==> src/rtl/apb_pkg.sv <==
// Shared APB definitions for the bridge and its neighbours.
// Holds the requester state enum, default bus widths, and the command and
// response record types used where the bridge is wrapped in a larger fabric.
package apb_pkg;

    localparam int APB_ADDR_W = 8;
    localparam int APB_DATA_W = 8;

    typedef enum logic [1:0] {
        IDLE   = 2'd0,
        SETUP  = 2'd1,
        ACCESS = 2'd2
    } apb_mst_state_e;

    typedef struct packed {
        logic                  write;
        logic [APB_ADDR_W-1:0] addr;
        logic [APB_DATA_W-1:0] wdata;
    } apb_cmd_t;

    typedef struct packed {
        logic [APB_DATA_W-1:0] rdata;
        logic                  err;
    } apb_rsp_t;

endpackage

==> src/rtl/apb_master_bridge.sv <==
// APB3 requester: turns a valid/ready command stream into SETUP/ACCESS
// transfers, one outstanding at a time, and returns one response pulse
// per command. A wait counter bounds how long ACCESS waits for pready.
//
// Ports:
//   pclk, preset                 clock, synchronous active-high reset
//   cmd_valid/ready/write/addr/wdata   command stream (accepted in IDLE only)
//   rsp_valid/rdata/err          one-cycle completion pulse, data/err held
//   psel/penable/pwrite/paddr/pwdata   APB request outputs (registered)
//   prdata/pready/pslverr        APB responder inputs
//
// state  | meaning
// IDLE   | no transfer; cmd_ready high, waiting for a command
// SETUP  | first APB phase; psel high, penable low, exactly one cycle
// ACCESS | psel and penable high; waiting for pready or timeout
module apb_master_bridge
    import apb_pkg::*;
#(
    parameter int ADDR_W  = APB_ADDR_W,
    parameter int DATA_W  = APB_DATA_W,
    parameter int TIMEOUT = 16
) (
    input  logic              pclk,
    input  logic              preset,
    input  logic              cmd_valid,
    output logic              cmd_ready,
    input  logic              cmd_write,
    input  logic [ADDR_W-1:0] cmd_addr,
    input  logic [DATA_W-1:0] cmd_wdata,
    output logic              rsp_valid,
    output logic [DATA_W-1:0] rsp_rdata,
    output logic              rsp_err,
    output logic              psel,
    output logic              penable,
    output logic              pwrite,
    output logic [ADDR_W-1:0] paddr,
    output logic [DATA_W-1:0] pwdata,
    input  logic [DATA_W-1:0] prdata,
    input  logic              pready,
    input  logic              pslverr
);

    localparam int CNT_W = (TIMEOUT > 1) ? $clog2(TIMEOUT) : 1;
    localparam logic [CNT_W-1:0] CNT_LAST = CNT_W'(TIMEOUT - 1);

    apb_mst_state_e    state_q, state_d;
    logic [CNT_W-1:0]  wait_cnt_q, wait_cnt_d;
    logic              psel_q, psel_d;
    logic              penable_q, penable_d;
    logic              pwrite_q, pwrite_d;
    logic [ADDR_W-1:0] paddr_q, paddr_d;
    logic [DATA_W-1:0] pwdata_q, pwdata_d;
    logic              rsp_valid_q, rsp_valid_d;
    logic [DATA_W-1:0] rsp_rdata_q, rsp_rdata_d;
    logic              rsp_err_q, rsp_err_d;

    always_comb begin
        state_d     = state_q;
        wait_cnt_d  = wait_cnt_q;
        psel_d      = psel_q;
        penable_d   = penable_q;
        pwrite_d    = pwrite_q;
        paddr_d     = paddr_q;
        pwdata_d    = pwdata_q;
        rsp_valid_d = 1'b0;
        rsp_rdata_d = rsp_rdata_q;
        rsp_err_d   = rsp_err_q;

        unique case (state_q)
            IDLE: begin
                psel_d    = 1'b0;
                penable_d = 1'b0;
                if (cmd_valid) begin
                    pwrite_d = cmd_write;
                    paddr_d  = cmd_addr;
                    pwdata_d = cmd_wdata;
                    psel_d   = 1'b1;
                    state_d  = SETUP;
                end
            end
            SETUP: begin
                penable_d  = 1'b1;
                wait_cnt_d = '0;
                state_d    = ACCESS;
            end
            ACCESS: begin
                // pready is checked first so a response on the last allowed
                // cycle completes normally instead of timing out.
                if (pready) begin
                    rsp_valid_d = 1'b1;
                    rsp_err_d   = pslverr;
                    rsp_rdata_d = pwrite_q ? '0 : prdata;
                    psel_d      = 1'b0;
                    penable_d   = 1'b0;
                    state_d     = IDLE;
                end else if (wait_cnt_q == CNT_LAST) begin
                    rsp_valid_d = 1'b1;
                    rsp_err_d   = 1'b1;
                    rsp_rdata_d = '0;
                    psel_d      = 1'b0;
                    penable_d   = 1'b0;
                    state_d     = IDLE;
                end else begin
                    wait_cnt_d = wait_cnt_q + CNT_W'(1);
                end
            end
            default: begin
                psel_d    = 1'b0;
                penable_d = 1'b0;
                state_d   = IDLE;
            end
        endcase
    end

    always_ff @(posedge pclk) begin
        if (preset) begin
            state_q     <= IDLE;
            wait_cnt_q  <= '0;
            psel_q      <= 1'b0;
            penable_q   <= 1'b0;
            pwrite_q    <= 1'b0;
            paddr_q     <= '0;
            pwdata_q    <= '0;
            rsp_valid_q <= 1'b0;
            rsp_rdata_q <= '0;
            rsp_err_q   <= 1'b0;
        end else begin
            state_q     <= state_d;
            wait_cnt_q  <= wait_cnt_d;
            psel_q      <= psel_d;
            penable_q   <= penable_d;
            pwrite_q    <= pwrite_d;
            paddr_q     <= paddr_d;
            pwdata_q    <= pwdata_d;
            rsp_valid_q <= rsp_valid_d;
            rsp_rdata_q <= rsp_rdata_d;
            rsp_err_q   <= rsp_err_d;
        end
    end

    assign cmd_ready = (state_q == IDLE);
    assign psel      = psel_q;
    assign penable   = penable_q;
    assign pwrite    = pwrite_q;
    assign paddr     = paddr_q;
    assign pwdata    = pwdata_q;
    assign rsp_valid = rsp_valid_q;
    assign rsp_rdata = rsp_rdata_q;
    assign rsp_err   = rsp_err_q;

endmodule

==> config.mk <==
export PLATFORM = sky130hd
export DESIGN_NAME = apb_master_bridge
export DESIGN_NICKNAME = d
export VERILOG_FILES = /design/src/rtl/apb_pkg.sv /design/src/rtl/apb_master_bridge.sv
export SDC_FILE = /design/constraint.sdc
export NUM_CORES = 1
export LEC_CHECK = 0
export ABC_CLOCK_PERIOD_IN_PS = 1800
export CAP_MARGIN = 5
export CORE_MARGIN = 3
export CORE_UTILIZATION = 30
export CTS_BUF_LIST = sky130_fd_sc_hd__clkbuf_4 sky130_fd_sc_hd__clkbuf_8
export DETAILED_ROUTE_END_ITERATION = 16
export GPL_TIMING_DRIVEN = 0
export PLACE_DENSITY = 0.64
export SETUP_SLACK_MARGIN = 0.05
export SYNTH_ARGS = -nofsm -noshare
export SYNTH_HDL_FRONTEND = slang
export SYNTH_SLANG_ARGS = --single-unit
==> constraint.sdc <==
create_clock -name pclk -period 1.8 [get_ports pclk]
set_input_delay 0.27 -clock pclk [delete_from_list [all_inputs] [get_ports pclk]]
set_output_delay 0.27 -clock pclk [all_outputs]
set_load 0.02 [all_outputs]
==> results of run 1 <==
critical path, delay by kind of cell (launching register included):
kind / cells / cell delay (ns)
buffers and inverters: 2 / 0.52
DFF: 1 / 0.44
and+or+nand+nor: 1 / 0.05
flip-flops by register name, summed over array words and instances, names as in the netlist:
signal      flops
penable         1
wait_cnt_q      4
paddr           8
state_q         2
rsp_valid       1
rsp_err         1
pwdata          8
rsp_rdata       8
psel            1
pwrite          1
synthesized netlist by cell type:
library cell	number
dfxtp_1	35
nor2_1	23
mux2i_1	17
a22o_1	8
a21oi_1	5
buf_6	3
clkbuf_1	3
a31oi_1	2
and4b_1	2
buf_2	2
inv_1	2
nand2_1	2
nand3_1	2
nor2b_1	2
o22ai_1	2
or3b_2	2
a2111oi_0	1
a2111oi_2	1
a21boi_0	1
a21oi_2	1
a22oi_1	1
a311oi_1	1
a31o_2	1
a32oi_1	1
and2_1	1
and3_1	1
buf_4	1
ha_1	1
nand2b_1	1
nand3b_1	1
nor2b_4	1
nor3_1	1
nor3b_2	1
nor4_1	1
worst max path at each step:
stage | to | from
after detailed placement | pwdata[4]$_SDFFE_PP0P_ | preset
after CTS | cmd_ready | state_q[0]$_SDFFE_PP0P_
after floorplan | rsp_rdata[0]$_SDFFE_PP0P_ | wait_cnt_q[0]$_SDFFE_PP0P_
final | cmd_ready | state_q[0]$_SDFFE_PP0P_
after global placement | pwdata[4]$_SDFFE_PP0P_ | preset
after global routing | cmd_ready | state_q[0]$_SDFFE_PP0P_
area by class of cell:
type	instances	area, µm²	share of cell area (%)
multi-input cells	84	594	28.2
clock inverters	2	12.5	0.593
well taps	50	62.6	2.97
inverters	2	7.51	0.356
flip-flops and latches	35	701	33.2
plain buffers	9	65.1	3.09
repair buffers	59	589	28.0
clock buffers	6	76.3	3.62
kinds of logic after synthesis:
| group | after synthesis | share of synthesized area [%] |
|---|---|---|
| AND/OR/NAND/NOR | 41 | 15.9 |
| flip-flops | 35 | 51.3 |
| AO/OA/AOI/OAI | 25 | 14.2 |
| multiplexers | 17 | 12.5 |
| buffers and inverters | 11 | 5.13 |
| adder cells (fa/ha/maj) | 1 | 0.916 |
routing by layer:
layer  GRT usage, %  vias to the layer above  wire [µm]
li1               -                      594          -
met1           15.8                      557       1440
met2           19.8                       41       1570
met3           6.98                        6        267
met4           4.23                        0         45
met5              0                        -          0
where the power goes:
part	internal, W	switching (W)
logic	0.000172	0.000138
clock network	0.000285	0.000275
registers	0.000811	0.0000221
total	0.00127	0.000436
per-stage QoR:
stage	utilization, %	cell area (µm²)
floorplan	-	1370
global placement	48.0	2020
detailed placement	48.0	2020
CTS	50.2	2110
global route	50.2	2110
finish	50.2	2110
repair_timing:
item / in CTS / in global routing
buffers inserted: 0 / 0
endpoints found under the setup margin: 1 / 0
gates resized for setup: 2 / 0
==> key figures, run 1 <==
Status
  • Result of the run: completed

Global route
  • Via count of the first global-routing pass: 1,213
  • Congestion Overflow GR: 0
  • Largest net degree at the start of global routing: 12
  • Number of antenna violations at the first check in global routing: 0
  • Global-route total usage across every layer: 13.0%
  • First-pass GRT wire length: 5390 µm

Setup path
  • CP Cell Sequence: buf_4 -> nor2_1 -> dlygate4sd2_1
  • Crit path DAT: 1.31 ns
  • Worst-path cell with the longest stage delay: dfxtp_1
  • Crit Reg-Reg Endpoint: rsp_rdata[4]$_SDFFE_PP0P_
  • Minimum setup slack among reg-to-reg paths: 0.29 ns
  • Critical path capture point type: output pin
  • Worst R2R Path Depth: 4
  • Highest fanout seen on the critical path: 10
  • Worst path max stage delay: 0.44 ns
  • Startpoint of the lowest-slack register-to-register path: wait_cnt_q[0]$_SDFFE_PP0P_
  • Kind of critical path: reg2out
  • Worst Path Required: 1.53 ns
  • Worst setup SP type: flop

Clock network
  • Later-pin clock latency in the skew report: 0.28 ns
  • Quantity of hold-fixing buffers added after cts: 0
  • CTS tree: done
  • Clk sinks: 35
  • Number of buffers added by the clock tree synthesis step: 5
  • CTS clock-pin slew for the worst setup and hold paths: 0.07 ns
  • Clock tree root driver cell: clkbuf_8
  • Max Root-Sink Buffers: 2
  • H-tree lvl count: 2

Floorplanning
  • Core ar.: 4200 µm²
  • Num ports: 60
  • Std-Cell Rows: 23
  • Die Span X: 73.5 µm
  • Floorplan die area: 5400 µm²
  • Initial cell density of the core: 32.5%
  • Die Y-Extent: 73.5 µm

Drt
  • Routed WL per cell: 13.5 µm
  • DRT Pass-1 Iters: 4
  • Total Routed Length: 3330 µm
  • Via density per instance: 4.85
  • Vias after detailed routing: 1,198
  • Remaining number of nets flagged by the antenna check after routing: 0
  • Drt first-iter violations: 59
  • Post-detailed-route DRC marker count: 0

Timing
  • Achievable Freq: 635 MHz
  • Hold violation count in the final report: 0
  • Worst clock skew on the final layout: 0.00390 ns
  • Final setup violation count: 0
  • Final cycle utilization of the critical path: 87.5%
  • Transition time of the tightest slew-check pin: 0.446 ns
  • Rel. slew slack: 70.3%
  • Worst setup slack after layout: 0.225 ns
  • Unrepaired setup endpoints after global routing: no
  • Post-route minimum period: 1.58 ns
  • Slew Limit Fails: 0
  • Setup TNS: 0 ns
  • Post-route worst hold slack: 0.479 ns

Yosys
  • Yosys top cell by area: dfxtp_1
  • Number of warnings printed during yosys synthesis: 0
  • Yosys cell types: 34
  • Syn_nets: 161
  • Register area share after synthesis: 51.3%
  • Synth Instances: 130
  • Post-synth top area share: 51.3%
  • Syn Std Cell Area: 1370 µm²
  • Seq cells post-synth: 35
  • Largest cells by area after synthesis: dfxtp_1 51%, mux2i_1 12%, nor2_1 6.3%
  • Average size of a mapped cell: 10.5 µm²

Placed design
  • Number of cells after detailed placement: 239
  • Total half-perimeter wirelength after legalization and detailed placement: 2460 µm
  • Count of input and output buffers: 59
  • Global placement routability congestion: 0.698
  • Setup Slack @ Placement: -0.0161 ns

Cells and area
  • Antenna cell count: 0
  • Non-filler instance count after layout: 247
  • Top library cells by usage in the layout, fill and taps aside: 58 x clkdlybuf4s50_1, 35 x dfxtp_1, 23 x nor2_1
  • Commonest non-fill, non-tap cell in the layout: clkdlybuf4s50_1
  • Number of nets in the finished design: 227
  • Number of filler cells placed in the layout: 372
  • Ratio of cells with drive above 1 in the final layout: 10.7%
  • Area delta synth->final: 54.4%

Run
  • Max-cap violations: 0

Pwr
  • PnR Total Power: 0.00170 W
  • Power density of the placed cells: 808 nW/µm²
  • Static leakage: 0.819 nW
  • Peak supply drop: 0.536 mV

Hold path
  • Hold Path End: rsp_rdata[3]$_SDFFE_PP0P_
  • Start point of the worst hold path: rsp_rdata[3]$_SDFFE_PP0P_
  • Number of cells traversed by the worst hold path: 1
  • Path category of the worst min-delay check: reg2reg
No activity file was read; power rests on OpenSTA's default activity.
==> inputs of run 2 (changes only) <==
ABC_CLOCK_PERIOD_IN_PS = unset   (was 1800)
CORE_ASPECT_RATIO = 1.75   (was unset)
==> key figures, run 2 (synthesized netlist as in run 1, its figures left out) <==
Pwr
  • Power density of the placed cells: 810 nW/µm²
  • Peak supply drop: 0.643 mV
  • Static leakage: 0.818 nW
  • PnR Total Power: 0.00170 W

Timing
  • Worst clock skew on the final layout: 0.00501 ns
  • Slew Limit Fails: 0
  • Hold violation count in the final report: 0
  • Final setup violation count: 0
  • Unrepaired setup endpoints after global routing: no
  • Transition time of the tightest slew-check pin: 0.454 ns
  • Rel. slew slack: 69.7%
  • Achievable Freq: 627 MHz
  • Post-route minimum period: 1.60 ns
  • Final cycle utilization of the critical path: 88.6%

Placed design
  • Placed Area: 2020 µm²
  • Total half-perimeter wirelength after legalization and detailed placement: 2710 µm
  • Global placement routability congestion: 0.714
  • Count of input and output buffers: 59
  • Number of cells after detailed placement: 238

Global route
  • Largest net degree at the start of global routing: 12
  • Global-route total usage across every layer: 13.3%
  • Congestion Overflow GR: 0
  • Via count of the first global-routing pass: 1,296
  • First-pass GRT wire length: 5650 µm
  • Number of antenna violations at the first check in global routing: 0

Drt
  • Total Routed Length: 3440 µm
  • Post-detailed-route DRC marker count: 0
  • DRT Pass-1 Iters: 4
  • Routed WL per cell: 14.0 µm
  • Vias after detailed routing: 1,209
  • Drt first-iter violations: 14
  • Via density per instance: 4.91
  • Remaining number of nets flagged by the antenna check after routing: 0

Clock network
  • Quantity of hold-fixing buffers added after cts: 0
  • Later-pin clock latency in the skew report: 0.28 ns
  • H-tree lvl count: 2
  • CTS tree: done
  • Post-CTS setup buffers: 0
  • CTS clock-pin slew for the worst setup and hold paths: 0.07 ns
  • Max Root-Sink Buffers: 2
  • Quantity of gates resized following cts: 1
  • Number of buffers added by the clock tree synthesis step: 5
  • Clk sinks: 35
  • Clock tree root driver cell: clkbuf_8

Floorplanning
  • Die Span X: 57.0 µm
  • Std-Cell Rows: 31
  • Core ar.: 4270 µm²
  • Floorplan die area: 5430 µm²
  • Initial cell density of the core: 32.0%
  • Die Y-Extent: 95.2 µm
  • Num ports: 60

Setup path
  • Highest fanout seen on the critical path: 10
  • Worst Path Required: 1.53 ns
  • Worst-path cell with the longest stage delay: dfxtp_1
  • CP Cell Sequence: buf_2 -> nor2_1 -> dlygate4sd2_1
  • Worst setup SP type: flop
  • Minimum setup slack among reg-to-reg paths: 0.29 ns
  • Family of cells with the greatest summed delay on the critical path: buffers and inverters
  • Kind of critical path: reg2out
  • Startpoint of the lowest-slack register-to-register path: wait_cnt_q[0]$_SDFFE_PP0P_
  • Number of buffers and inverters on the critical path: 2
  • Critical path capture point type: output pin
  • Crit path DAT: 1.33 ns
  • Worst R2R Path Depth: 4
  • Worst path max stage delay: 0.42 ns
  • Crit Reg-Reg Endpoint: rsp_rdata[1]$_SDFFE_PP0P_

Cells and area
  • Non-filler instance count after layout: 246
  • Post-route design area: 2100 µm²
  • Commonest non-fill, non-tap cell in the layout: clkdlybuf4s50_1
  • Area delta synth->final: 54.2%
  • Antenna cell count: 0
  • Top library cells by usage in the layout, fill and taps aside: 58 x clkdlybuf4s50_1, 35 x dfxtp_1, 23 x nor2_1
  • Number of filler cells placed in the layout: 421
  • Multi-input gate area: 594 µm²
  • Total area of sequential cells: 701 µm²
  • Number of nets in the finished design: 227
  • Ratio of cells with drive above 1 in the final layout: 10.7%

Hold path
  • Number of cells traversed by the worst hold path: 1
  • Start point of the worst hold path: rsp_rdata[0]$_SDFFE_PP0P_
  • Hold Path End: rsp_rdata[0]$_SDFFE_PP0P_
  • Path category of the worst min-delay check: reg2reg

Run
  • Max-cap violations: 0

Status
  • Result of the run: completed
[run 2: cell types whose count changed in the layout (fill, tap and decap cells not counted)]
cell / before / now
buf_2: 1 / 2
buf_4: 2 / 1
[run 2: worst reg2reg max path: stages (launching register included)]
cell,delay [ns]
dfxtp_1,0.35
ha_1,0.27
a31o_2,0.29
a21oi_2,0.35
a22o_1,0.22
[run 2: final cells by class]
class                      count  area share (%)
timing repair buffer          59            28.0
clock inverter                 2           0.595
inverter                       2           0.357
sequential                    35            33.3
buffer                         9            2.97
clock buffer                   6            3.63
multi-input combinational     84            28.2
tap                           49            2.91
[run 2: metal layers]
metal	routed length [µm]	track usage, %
met1	1250	12.9
met2	1830	23.9
met3	298	5.83
met4	67	6.00
met5	0	0
[run 2: where the power goes]
part           switching [W]  total, W  internal (W)
registers          0.0000212  0.000832      0.000811
clock network       0.000274  0.000560      0.000285
logic               0.000141  0.000312      0.000171
total               0.000436   0.00170       0.00127
[run 2: how the worst max path moves through the flow]
stage	start	end	slack (ns)	depth (start not counted)
2_1_floorplan	wait_cnt_q[0]$_SDFFE_PP0P_	rsp_rdata[0]$_SDFFE_PP0P_	0.49	4
3_3_place_gp	preset	rsp_valid$_SDFF_PP0_	-0.02	4
3_5_place_dp	preset	pwdata[6]$_SDFFE_PP0P_	-0.05	4
4_1_cts	state_q[0]$_SDFFE_PP0P_	cmd_ready	0.19	3
5_1_grt	preset	pwdata[0]$_SDFFE_PP0P_	0.11	4
6_report	state_q[0]$_SDFFE_PP0P_	cmd_ready	0.20	3
[run 2: per-stage QoR]
stage	hold slack (ns)	TNS [ns]	worst slack, ns	util [%]
5_1_grt	0.520	0	0.107	49.3
6_report	0.488	0	0.205	49.3
2_1_floorplan	0.380	0	0.489	-
4_1_cts	0.490	0	0.193	49.3
3_3_place_gp	0.461	-0.138	-0.0225	47.3
3_5_place_dp	0.473	-0.436	-0.0512	47.3
==> inputs of run 3 (changes only) <==
CTS_CLUSTER_DIAMETER = 120   (was unset)
==> results of run 3 <==
The final DEF is identical to that of run 2; final timing and power are the same.
